$ cat config.mk
export PLATFORM = sky130hd
export DESIGN_NAME = data_sram_bridge_flat
export DESIGN_NICKNAME = d
export VERILOG_FILES = /design/src/rtl/data_sram_bridge_pkg.sv /design/src/rtl/data_sram_bridge_if.sv /design/src/rtl/data_sram_bridge_mem_size_decode.sv /design/src/rtl/data_sram_bridge.sv /design/src/flat_wrapper.sv
export SDC_FILE = /design/constraint.sdc
export NUM_CORES = 1
export LEC_CHECK = 0
export BUFFER_PORTS_ARGS = -buffer_cell sky130_fd_sc_hd__buf_2
export CORE_MARGIN = 8
export CORE_UTILIZATION = 52
export CTS_CLUSTER_SIZE = 24
export DETAILED_ROUTE_END_ITERATION = 6
export GPL_TIMING_DRIVEN = 0
export PLACE_DENSITY = 0.84
export SLEW_MARGIN = 20
export SYNTH_ARGS = -nofsm -noshare
export SYNTH_HDL_FRONTEND = slang
export SYNTH_SLANG_ARGS = --single-unit
$ cat constraint.sdc
create_clock -name clk -period 2.7 [get_ports clk]
set_input_delay 0.135 -clock clk [delete_from_list [all_inputs] [get_ports clk]]
set_output_delay 0.135 -clock clk [all_outputs]
set_load 0.02 [all_outputs]
$ cat src/rtl/data_sram_bridge_pkg.sv
// data_sram_bridge_pkg: shared widths, FSM state encoding and SRAM-like size codes.
package data_sram_bridge_pkg;
    localparam int ADDR_W = 32;
    localparam int DATA_W = 32;
    localparam int MASK_W = DATA_W / 8;
    typedef enum logic [1:0] {IDLE = 2'd0, ADDR = 2'd1, DATA = 2'd2, HOLD = 2'd3} state_e;
    typedef enum logic [1:0] {SIZE_B = 2'd0, SIZE_H = 2'd1, SIZE_W = 2'd2} size_e;
endpackage

$ cat src/rtl/data_sram_bridge_if.sv
// data_sram_bridge_if: SRAM-like request/response bus between the bridge (master) and memory (slave).
interface data_sram_bridge_if;
    import data_sram_bridge_pkg::*;
    logic              data_req;
    logic              data_wr;
    logic [1:0]        data_size;
    logic [ADDR_W-1:0] data_addr;
    logic [DATA_W-1:0] data_wdata;
    logic              data_addr_ok;
    logic              data_data_ok;
    logic [DATA_W-1:0] data_rdata;
    modport master (
        output data_req, data_wr, data_size, data_addr, data_wdata,
        input  data_addr_ok, data_data_ok, data_rdata
    );
    modport slave (
        input  data_req, data_wr, data_size, data_addr, data_wdata,
        output data_addr_ok, data_data_ok, data_rdata
    );
endinterface

$ cat src/rtl/data_sram_bridge_mem_size_decode.sv
// mem_size_decode: maps a byte write mask and byte address to SRAM-like wr/size/address.
module mem_size_decode
    import data_sram_bridge_pkg::*;
(
    input  logic [MASK_W-1:0] mem_wen,
    input  logic [ADDR_W-1:0] mem_addr,
    output logic              o_wr,
    output logic [1:0]        o_size,
    output logic [ADDR_W-1:0] o_addr
);
    logic [1:0] w_off;
    // loads and illegal masks fall through to a full aligned word
    always_comb begin
        w_off  = 2'd0;
        o_size = SIZE_W;
        case (mem_wen)
            4'b0001: begin o_size = SIZE_B; w_off = 2'd0; end
            4'b0010: begin o_size = SIZE_B; w_off = 2'd1; end
            4'b0100: begin o_size = SIZE_B; w_off = 2'd2; end
            4'b1000: begin o_size = SIZE_B; w_off = 2'd3; end
            4'b0011: begin o_size = SIZE_H; w_off = 2'd0; end
            4'b1100: begin o_size = SIZE_H; w_off = 2'd2; end
            default: begin o_size = SIZE_W; w_off = 2'd0; end
        endcase
    end
    assign o_wr   = |mem_wen;
    assign o_addr = {mem_addr[ADDR_W-1:2], w_off};
endmodule

$ cat src/rtl/data_sram_bridge.sv
// data_sram_bridge: turns one MEM-stage access into a single SRAM-like transaction and
// stalls the pipeline until it completes; HOLD keeps the result until the pipeline advances.
module data_sram_bridge
    import data_sram_bridge_pkg::*;
(
    input  logic                clk,
    input  logic                rst,
    input  logic                mem_en,
    input  logic [MASK_W-1:0]   mem_wen,
    input  logic [ADDR_W-1:0]   mem_addr,
    input  logic [DATA_W-1:0]   mem_wdata,
    input  logic                longest_stall,
    output logic [DATA_W-1:0]   mem_rdata,
    output logic                d_stall,
    data_sram_bridge_if.master  bus
);
    state_e            r_state, w_next;
    logic              r_wr;
    logic [1:0]        r_size;
    logic [ADDR_W-1:0] r_addr;
    logic [DATA_W-1:0] r_wdata, r_rdata;
    logic              w_wr, w_idle, w_start, w_done;
    logic [1:0]        w_size;
    logic [ADDR_W-1:0] w_addr;

    mem_size_decode u_dec (
        .mem_wen (mem_wen),
        .mem_addr(mem_addr),
        .o_wr    (w_wr),
        .o_size  (w_size),
        .o_addr  (w_addr)
    );

    assign w_idle  = r_state == IDLE;
    assign w_start = w_idle & mem_en;
    assign w_done  = ((bus.data_req & bus.data_addr_ok) | (r_state == DATA)) & bus.data_data_ok;

    assign bus.data_req   = w_start | (r_state == ADDR);
    assign bus.data_wr    = w_idle ? w_wr : r_wr;
    assign bus.data_size  = w_idle ? w_size : r_size;
    assign bus.data_addr  = w_idle ? w_addr : r_addr;
    assign bus.data_wdata = w_idle ? mem_wdata : r_wdata;
    assign d_stall        = w_start | (r_state == ADDR) | (r_state == DATA);
    assign mem_rdata      = r_rdata;

    // data_ok arriving with addr_ok completes the access in one step
    always_comb begin
        w_next = r_state;
        case (r_state)
            IDLE, ADDR: if (bus.data_req) w_next = bus.data_addr_ok ? (bus.data_data_ok ? HOLD : DATA) : ADDR;
            DATA:       if (bus.data_data_ok) w_next = HOLD;
            HOLD:       if (!longest_stall) w_next = IDLE;
            default:    w_next = IDLE;
        endcase
    end

    always_ff @(posedge clk or negedge rst) begin
        if (!rst) begin
            r_state <= IDLE;
        end else begin
            r_state <= w_next;
        end
    end

    always_ff @(posedge clk or negedge rst) begin
        if (!rst) begin
            r_wr    <= 1'b0;
            r_size  <= 2'd0;
            r_addr  <= '0;
            r_wdata <= '0;
            r_rdata <= '0;
        end else begin
            if (w_start) begin
                r_wr    <= w_wr;
                r_size  <= w_size;
                r_addr  <= w_addr;
                r_wdata <= mem_wdata;
            end
            if (w_done) r_rdata <= bus.data_rdata;
        end
    end
endmodule
$ cat src/flat_wrapper.sv
// flat-port wrapper written by rule: the top's interface ports become plain ports
module data_sram_bridge_flat import data_sram_bridge_pkg::*;
  (clk, rst, mem_en, mem_wen, mem_addr, mem_wdata, longest_stall, mem_rdata, d_stall, bus_data_req, bus_data_wr, bus_data_size, bus_data_addr, bus_data_wdata, bus_data_addr_ok, bus_data_data_ok, bus_data_rdata);
  data_sram_bridge_if bus_i ();
  input  logic clk;
  input  logic rst;
  input  logic mem_en;
  input  logic [MASK_W-1:0] mem_wen;
  input  logic [ADDR_W-1:0] mem_addr;
  input  logic [DATA_W-1:0] mem_wdata;
  input  logic longest_stall;
  output logic [DATA_W-1:0] mem_rdata;
  output logic d_stall;
  output wire logic [$bits(bus_i.data_req)-1:0] bus_data_req;
  output wire logic [$bits(bus_i.data_wr)-1:0] bus_data_wr;
  output wire logic [$bits(bus_i.data_size)-1:0] bus_data_size;
  output wire logic [$bits(bus_i.data_addr)-1:0] bus_data_addr;
  output wire logic [$bits(bus_i.data_wdata)-1:0] bus_data_wdata;
  input wire logic [$bits(bus_i.data_addr_ok)-1:0] bus_data_addr_ok;
  input wire logic [$bits(bus_i.data_data_ok)-1:0] bus_data_data_ok;
  input wire logic [$bits(bus_i.data_rdata)-1:0] bus_data_rdata;
  assign bus_data_req = bus_i.data_req;
  assign bus_data_wr = bus_i.data_wr;
  assign bus_data_size = bus_i.data_size;
  assign bus_data_addr = bus_i.data_addr;
  assign bus_data_wdata = bus_i.data_wdata;
  assign bus_i.data_addr_ok = bus_data_addr_ok;
  assign bus_i.data_data_ok = bus_data_data_ok;
  assign bus_i.data_rdata = bus_data_rdata;
  data_sram_bridge u_core (.clk(clk), .rst(rst), .mem_en(mem_en), .mem_wen(mem_wen), .mem_addr(mem_addr), .mem_wdata(mem_wdata), .longest_stall(longest_stall), .mem_rdata(mem_rdata), .d_stall(d_stall), .bus(bus_i));
endmodule
==> results.json, run 1 <==
{
  "final_max_slew_viol_count": 0,
  "finalCritPeriodShare_pct": 85.8,
  "vias": 4035,
  "fin_util_pct": 70.0,
  "netlist.area_leader.share_pct": 51.5,
  "fp-row-count": 35,
  "place_congestion": 0.837,
  "post_cts_buffers": 0,
  "power_frac_comb_pct": 56.4,
  "post_synth_inst_count": 452,
  "timing.hold.worst_endpoint": "u_core.mem_rdata[6]",
  "worstPathMaxFanout": 10,
  "r2r-end": "u_core.mem_rdata[13]",
  "critPathKind": "reg2out",
  "power.clock.fraction_pct": 12.0,
  "grt_util_met3_pct": 4.69,
  "first_global_vias": 4395,
  "syn2layout_area_growth_pct": 31.1,
  "drcViolationCount": 0,
  "global_route.peak_usage_layer": "met2",
  "synth_seq_area_share_pct": 51.5,
  "drtIter0Drc": 213,
  "final.hold.worst_slack_ns": 0.0198,
  "synth.cell_area_sq_um": 4910,
  "ys_seq_elements": 101,
  "pin_count_of_the_biggest_net_entering_global_routing": 56,
  "reg2reg_from": "u_core.r_state[0]",
  "die_width_um": 113,
  "seq_power_share_pct": 31.6,
  "core-area_sq_um": 9200,
  "grt_first_pass_wirelength_mm": 21.2,
  "power.leakage_nw": 3.60,
  "avgViaCountPerCell": 5.08,
  "status": "finished, final reports clean",
  "swShare_pct": 42.9,
  "n_antenna_cell": 0,
  "relSlewSlack_pct": 59.8,
  "io_pins": 207,
  "antenna_violating_nets_post_route": 0,
  "root_buffer_cell": "clkbuf_8",
  "timing.critical_path.arrival_ns": 2.18,
  "worst_clock_skew_ns": 0.0107,
  "clock_tree.htree_level_count": 3,
  "most-common-layout-cells": "206 x buf_2, 197 x nand2_1, 101 x dfrtp_1",
  "max_clock_freq_mhz": 432,
  "synth.area.top_cells": "dfrtp_1 51%, mux2_4 18%, nand2_1 15%",
  "worst_hold_path.num_cells": 2,
  "setup_viol": 0,
  "combined_global_route_utilization_of_all_metal_layers_pct": 20.4,
  "cts.path.max_buffers": 2,
  "switching_power_mw": 3.69,
  "worst_r2r_path_depth": 4,
  "cts_tree": "yes",
  "grt-ovfl-total": 0,
  "fin_tns_setup_ns": 0,
  "final_common_cell": "buf_2",
  "dpl.cell_count": 768,
  "cts.sinks": 101,
  "wl_per_cell_um": 16.6,
  "dp_hpwl_mm": 10.2,
  "floorplan.die_area_sq_um": 12800,
  "required_ns": 2.57,
  "worstMarginPinSlew_ns": 0.601,
  "layout_min_cycle_time_ns": 2.32,
  "port_buffers": 204,
  "numCtsBuffers": 9,
  "drv_cap": 0,
  "mappedNetlistNets": 558,
  "nNetsFinal": 786,
  "post_synth.cell_area_avg_sq_um": 10.9,
  "hold_path_class": "in2reg",
  "register_to_register_setup_slack_ns": 1.00,
  "hold_start": "bus_data_rdata[6]",
  "drive_gt1_share_pct": 47.4,
  "max-vdd-ir-drop_mv": 0.684,
  "p_int_mw": 4.91,
  "synth.largest_area_cell": "dfrtp_1",
  "grt_util_met2_pct": 37.0,
  "floorplan.initialDensity_pct": 53.4,
  "die_height_um": 113,
  "grt_setup_unrepaired": "false",
  "drt_wl_total_mm": 13.2,
  "grtUsageMet1_pct": 22.7,
  "cp-start-kind": "flip-flop",
  "synthDistinctLibCells": 22,
  "grt_antenna_before_repair": 0,
  "worst_setup_path_end_kind": "output pin",
  "layout.cells.non_filler": 795,
  "dr.pass1.iters": 4,
  "cts.clk_slew.worst_paths_ns": 0.09,
  "power.density_nw_per_um2": 1340,
  "yosys_warnings": 0,
  "worstSkewPairLatency_ns": 0.35,
  "final_hold_viol_count": 0
}
==> worst max-delay path: stages (launching register included) <==
cell and delay [ns]:
dfrtp_1 0.46, or2_2 0.15, clkbuf_1 0.41, clkbuf_1 0.42, nand2_1 0.10, o21ai_0 0.09, buf_2 0.21
==> logic make-up after synthesis <==
kind of cell | count (synthesis) | share of synthesized area [%]
buffers and inverters | 26 | 3.29
muxes | 94 | 26.1
and+or+nand+nor | 212 | 16.6
xor gates and xnor gates | 2 | 0.357
AOI/OAI and AO/OA | 17 | 2.11
DFF | 101 | 51.5
==> layer usage <==
metal  up-vias  routed length, um
met5         -                  0
met4         0                318
met3        27                823
met2       143               6920
met1      1946               5150
li1       1919                  -
==> what timing repair did <==
item,4_1_cts,5_1_grt
resized for setup,0,0
hold buffers,8,4
hold endpoints to repair,53,4
==> synthesized netlist by cell type <==
cell / number
nor2b_1: 1
or3_1: 1
buf_6: 8
or2_2: 1
mux2_4: 60
o21ai_0: 11
o211ai_2: 1
nand2_1: 197
nor2_1: 9
xor2_1: 1
buf_2: 3
nor4bb_1: 1
nor4_1: 1
mux2_2: 32
o21a_1: 2
a31oi_1: 1
mux2_1: 2
dfrtp_1: 101
xnor2_1: 1
a211oi_1: 2
clkbuf_1: 15
or3b_1: 1
==> area by class of cell <==
type | instances | area [sq um]
plain buffers | 26 | 161
multi-input cells | 325 | 2220
clock buffers | 11 | 141
well taps | 111 | 139
fillers | 680 | 2760
flip-flops and latches | 101 | 2530
clock inverters | 4 | 72.6
repair buffers | 217 | 1170
==> how the worst max path moves through the flow <==
stage,cells past startpoint,startpoint,endpoint
after global routing,6,u_core.r_state[0],bus_data_size[0]
after detailed placement,7,u_core.r_state[1],bus_data_size[1]
after floorplan,5,u_core.r_state[1],bus_data_addr[1]
final,6,u_core.r_state[0],bus_data_size[1]
after global placement,1,rst,u_core.r_wdata[17]
after CTS,6,u_core.r_state[0],bus_data_size[1]
==> power groups by stage <==
stage	registers, mW	logic (mW)	clock network, mW
after CTS	2.71	4.92	1.06
after global placement	2.66	4.77	0
after detailed placement	2.73	4.89	0
after global routing	2.81	5.25	1.12
after floorplan	2.94	3.07	0
final	2.72	4.85	1.03
==> state kept, by name, summed over array words and instances (netlist names) <==
| signal | count |
|---|---|
| u_core.mem_rdata | 32 |
| u_core.r_addr | 32 |
| u_core.r_size | 2 |
| u_core.r_state | 2 |
| u_core.r_wdata | 32 |
| u_core.r_wr | 1 |
==> stage by stage <==
| step | total power [mW] | setup slack (ns) | cell area, sq um |
|---|---|---|---|
| after floorplan | 6.01 | 0.935 | 4910 |
| after global placement | 7.44 | 0.515 | 6070 |
| after detailed placement | 7.61 | 0.691 | 6100 |
| after CTS | 8.68 | 0.301 | 6400 |
| after global routing | 9.17 | 0.141 | 6440 |
| final | 8.60 | 0.385 | 6440 |
Note: power is estimated with default switching activity, not from simulation.
==> run 2, diff against run 1 <==
--- a/config.mk
+++ b/config.mk
@@ -6,8 +6,9 @@
 export NUM_CORES = 1
 export LEC_CHECK = 0
 export BUFFER_PORTS_ARGS = -buffer_cell sky130_fd_sc_hd__buf_2
-export CORE_MARGIN = 8
+export CORE_MARGIN = 2
 export CORE_UTILIZATION = 52
+export CTS_BUF_LIST = sky130_fd_sc_hd__clkbuf_8 sky130_fd_sc_hd__clkbuf_16
 export CTS_CLUSTER_SIZE = 24
 export DETAILED_ROUTE_END_ITERATION = 6
 export GPL_TIMING_DRIVEN = 0
==> results.json, run 2 (same netlist as run 1, synthesis figures left out) <==
{
  "grt-ovfl-total": 0,
  "cpPeakStageDelay_ns": 0.46,
  "grt_util_met3_pct": 4.49,
  "fin_tns_setup_ns": 0,
  "root_buffer_cell": "clkbuf_8",
  "relSlewSlack_pct": 62.0,
  "grtUsageMet1_pct": 29.6,
  "grt_setup_unrepaired": "false",
  "power.density_nw_per_um2": 1300,
  "clock_tree.htree_level_count": 3,
  "p_int_mw": 4.74,
  "dr.pass1.iters": 5,
  "syn2layout_area_growth_pct": 32.3,
  "cts.clk_slew.worst_paths_ns": 0.09,
  "combined_global_route_utilization_of_all_metal_layers_pct": 23.5,
  "path_delay_family": "buffers and inverters",
  "timing.critical_path.mode_cell": "clkbuf_1",
  "dpl.cell_count": 768,
  "final_hold_viol_count": 0,
  "grt_first_pass_wirelength_mm": 19.3,
  "vias": 4027,
  "wl_per_cell_um": 14.9,
  "drv_cap": 0,
  "swShare_pct": 43.7,
  "worst_setup_path_end_kind": "output pin",
  "n_antenna_cell": 0,
  "cp_cell_sequence": "or2_2 > clkbuf_1 > clkbuf_1 > nand2_1 > o21ai_0 > buf_2",
  "power_frac_comb_pct": 57.2,
  "worstMarginPinSlew_ns": 0.569,
  "port_buffers": 204,
  "floorplan.die_area_sq_um": 10200,
  "critPathKind": "reg2out",
  "global_route.peak_usage_layer": "met2",
  "cts.sinks": 101,
  "fp-row-count": 35,
  "switching_power_mw": 3.69,
  "cp-start-kind": "flip-flop",
  "place_congestion": 0.830,
  "first_global_vias": 4068,
  "io_pins": 207,
  "setup_viol": 0,
  "layout.cells.non_filler": 805,
  "worst_clock_skew_ns": 0.0199,
  "grt_antenna_before_repair": 0,
  "worstPathMaxFanout": 10,
  "finalCritPeriodShare_pct": 85.5,
  "drcViolationCount": 0,
  "required_ns": 2.57,
  "timing.critical_path.arrival_ns": 2.17,
  "power.total_mw": 8.43,
  "worst_hold_path.num_cells": 2,
  "layout_min_cycle_time_ns": 2.31,
  "final_max_slew_viol_count": 0,
  "seq_power_share_pct": 32.1,
  "dp_hpwl_mm": 8.75,
  "antenna_violating_nets_post_route": 0,
  "drive_gt1_share_pct": 46.8,
  "power.clock.fraction_pct": 10.7,
  "drt_wl_total_mm": 12.0,
  "max_clock_freq_mhz": 433,
  "pin_count_of_the_biggest_net_entering_global_routing": 53,
  "wp_buf_inv": 3,
  "path_depth": 6,
  "cts.path.max_buffers": 2,
  "final_common_cell": "buf_2",
  "hold_path_class": "in2reg",
  "most-common-layout-cells": "206 x buf_2, 197 x nand2_1, 101 x dfrtp_1",
  "core-area_sq_um": 9200,
  "worstSkewPairLatency_ns": 0.36,
  "avgViaCountPerCell": 5.00,
  "numCtsBuffers": 9,
  "drtIter0Drc": 118,
  "worst_r2r_path_depth": 4,
  "die_height_um": 101,
  "floorplan.initialDensity_pct": 53.4,
  "max-vdd-ir-drop_mv": 0.759,
  "power.leakage_nw": 3.63,
  "die_width_um": 101,
  "cts_tree": "yes",
  "grt_util_met2_pct": 40.7,
  "nNetsFinal": 795,
  "status": "finished, final reports clean",
  "critical-path-slowest-cell": "dfrtp_1"
}
run 2: cell type report:
type                       count  area (sq um)
fill                         675          2700
sequential                   101          2530
multi-input combinational    325          2220
timing repair buffer         226          1260
buffer                        26           161
tap                          111           139
clock buffer                  10           138
clock inverter                 6          46.3
run 2: stage by stage:
| step | instance area (sq um) | util [%] | hold WS, ns | worst slack (ns) |
|---|---|---|---|---|
| floorplan | 4910 | - | -0.161 | 0.935 |
| global placement | 6070 | 66.0 | 0.341 | 0.500 |
| detailed placement | 6100 | 66.4 | 0.110 | 0.755 |
| CTS | 6470 | 70.3 | 0.000539 | 0.349 |
| global route | 6500 | 70.7 | 0.00102 | 0.114 |
| finish | 6500 | 70.7 | 0.0152 | 0.391 |
run 2: power groups by stage:
stage / registers (mW) / logic, mW / clock network [mW]
3_5_place_dp: 2.71 / 4.82 / 0
2_1_floorplan: 2.94 / 3.07 / 0
6_report: 2.71 / 4.82 / 0.903
4_1_cts: 2.69 / 4.85 / 0.929
3_3_place_gp: 2.66 / 4.70 / 0
5_1_grt: 2.80 / 5.24 / 0.983
run 2: path summary, 6_finish.rpt:
check	endpoint	slack, ns	start
worst min-delay path	u_core.mem_rdata[15]	0.02	bus_data_rdata[15]
max in group asynchronous	u_core.r_addr[1]	1.80	rst
worst max register to register	u_core.mem_rdata[31]	0.93	u_core.r_state[0]
worst min register to register	u_core.r_size[0]	0.49	u_core.r_size[0]
min in group asynchronous	u_core.r_addr[19]	0.27	rst
worst max-delay path	bus_data_addr[0]	0.39	u_core.r_state[0]
run 2: repair_timing:
| action | in CTS | in global routing |
|---|---|---|
| setup buffers | 0 | 0 |
| hold buffers | 18 | 3 |
| gates resized for setup | 0 | 0 |
| endpoints found under the hold margin | 66 | 3 |
run 2: per-layer routing:
| layer | vias to the layer above | wire, um |
|---|---|---|
| li1 | 1937 | - |
| met5 | - | 0 |
| met1 | 1935 | 5120 |
| met2 | 138 | 6010 |
| met3 | 17 | 651 |
| met4 | 0 | 240 |
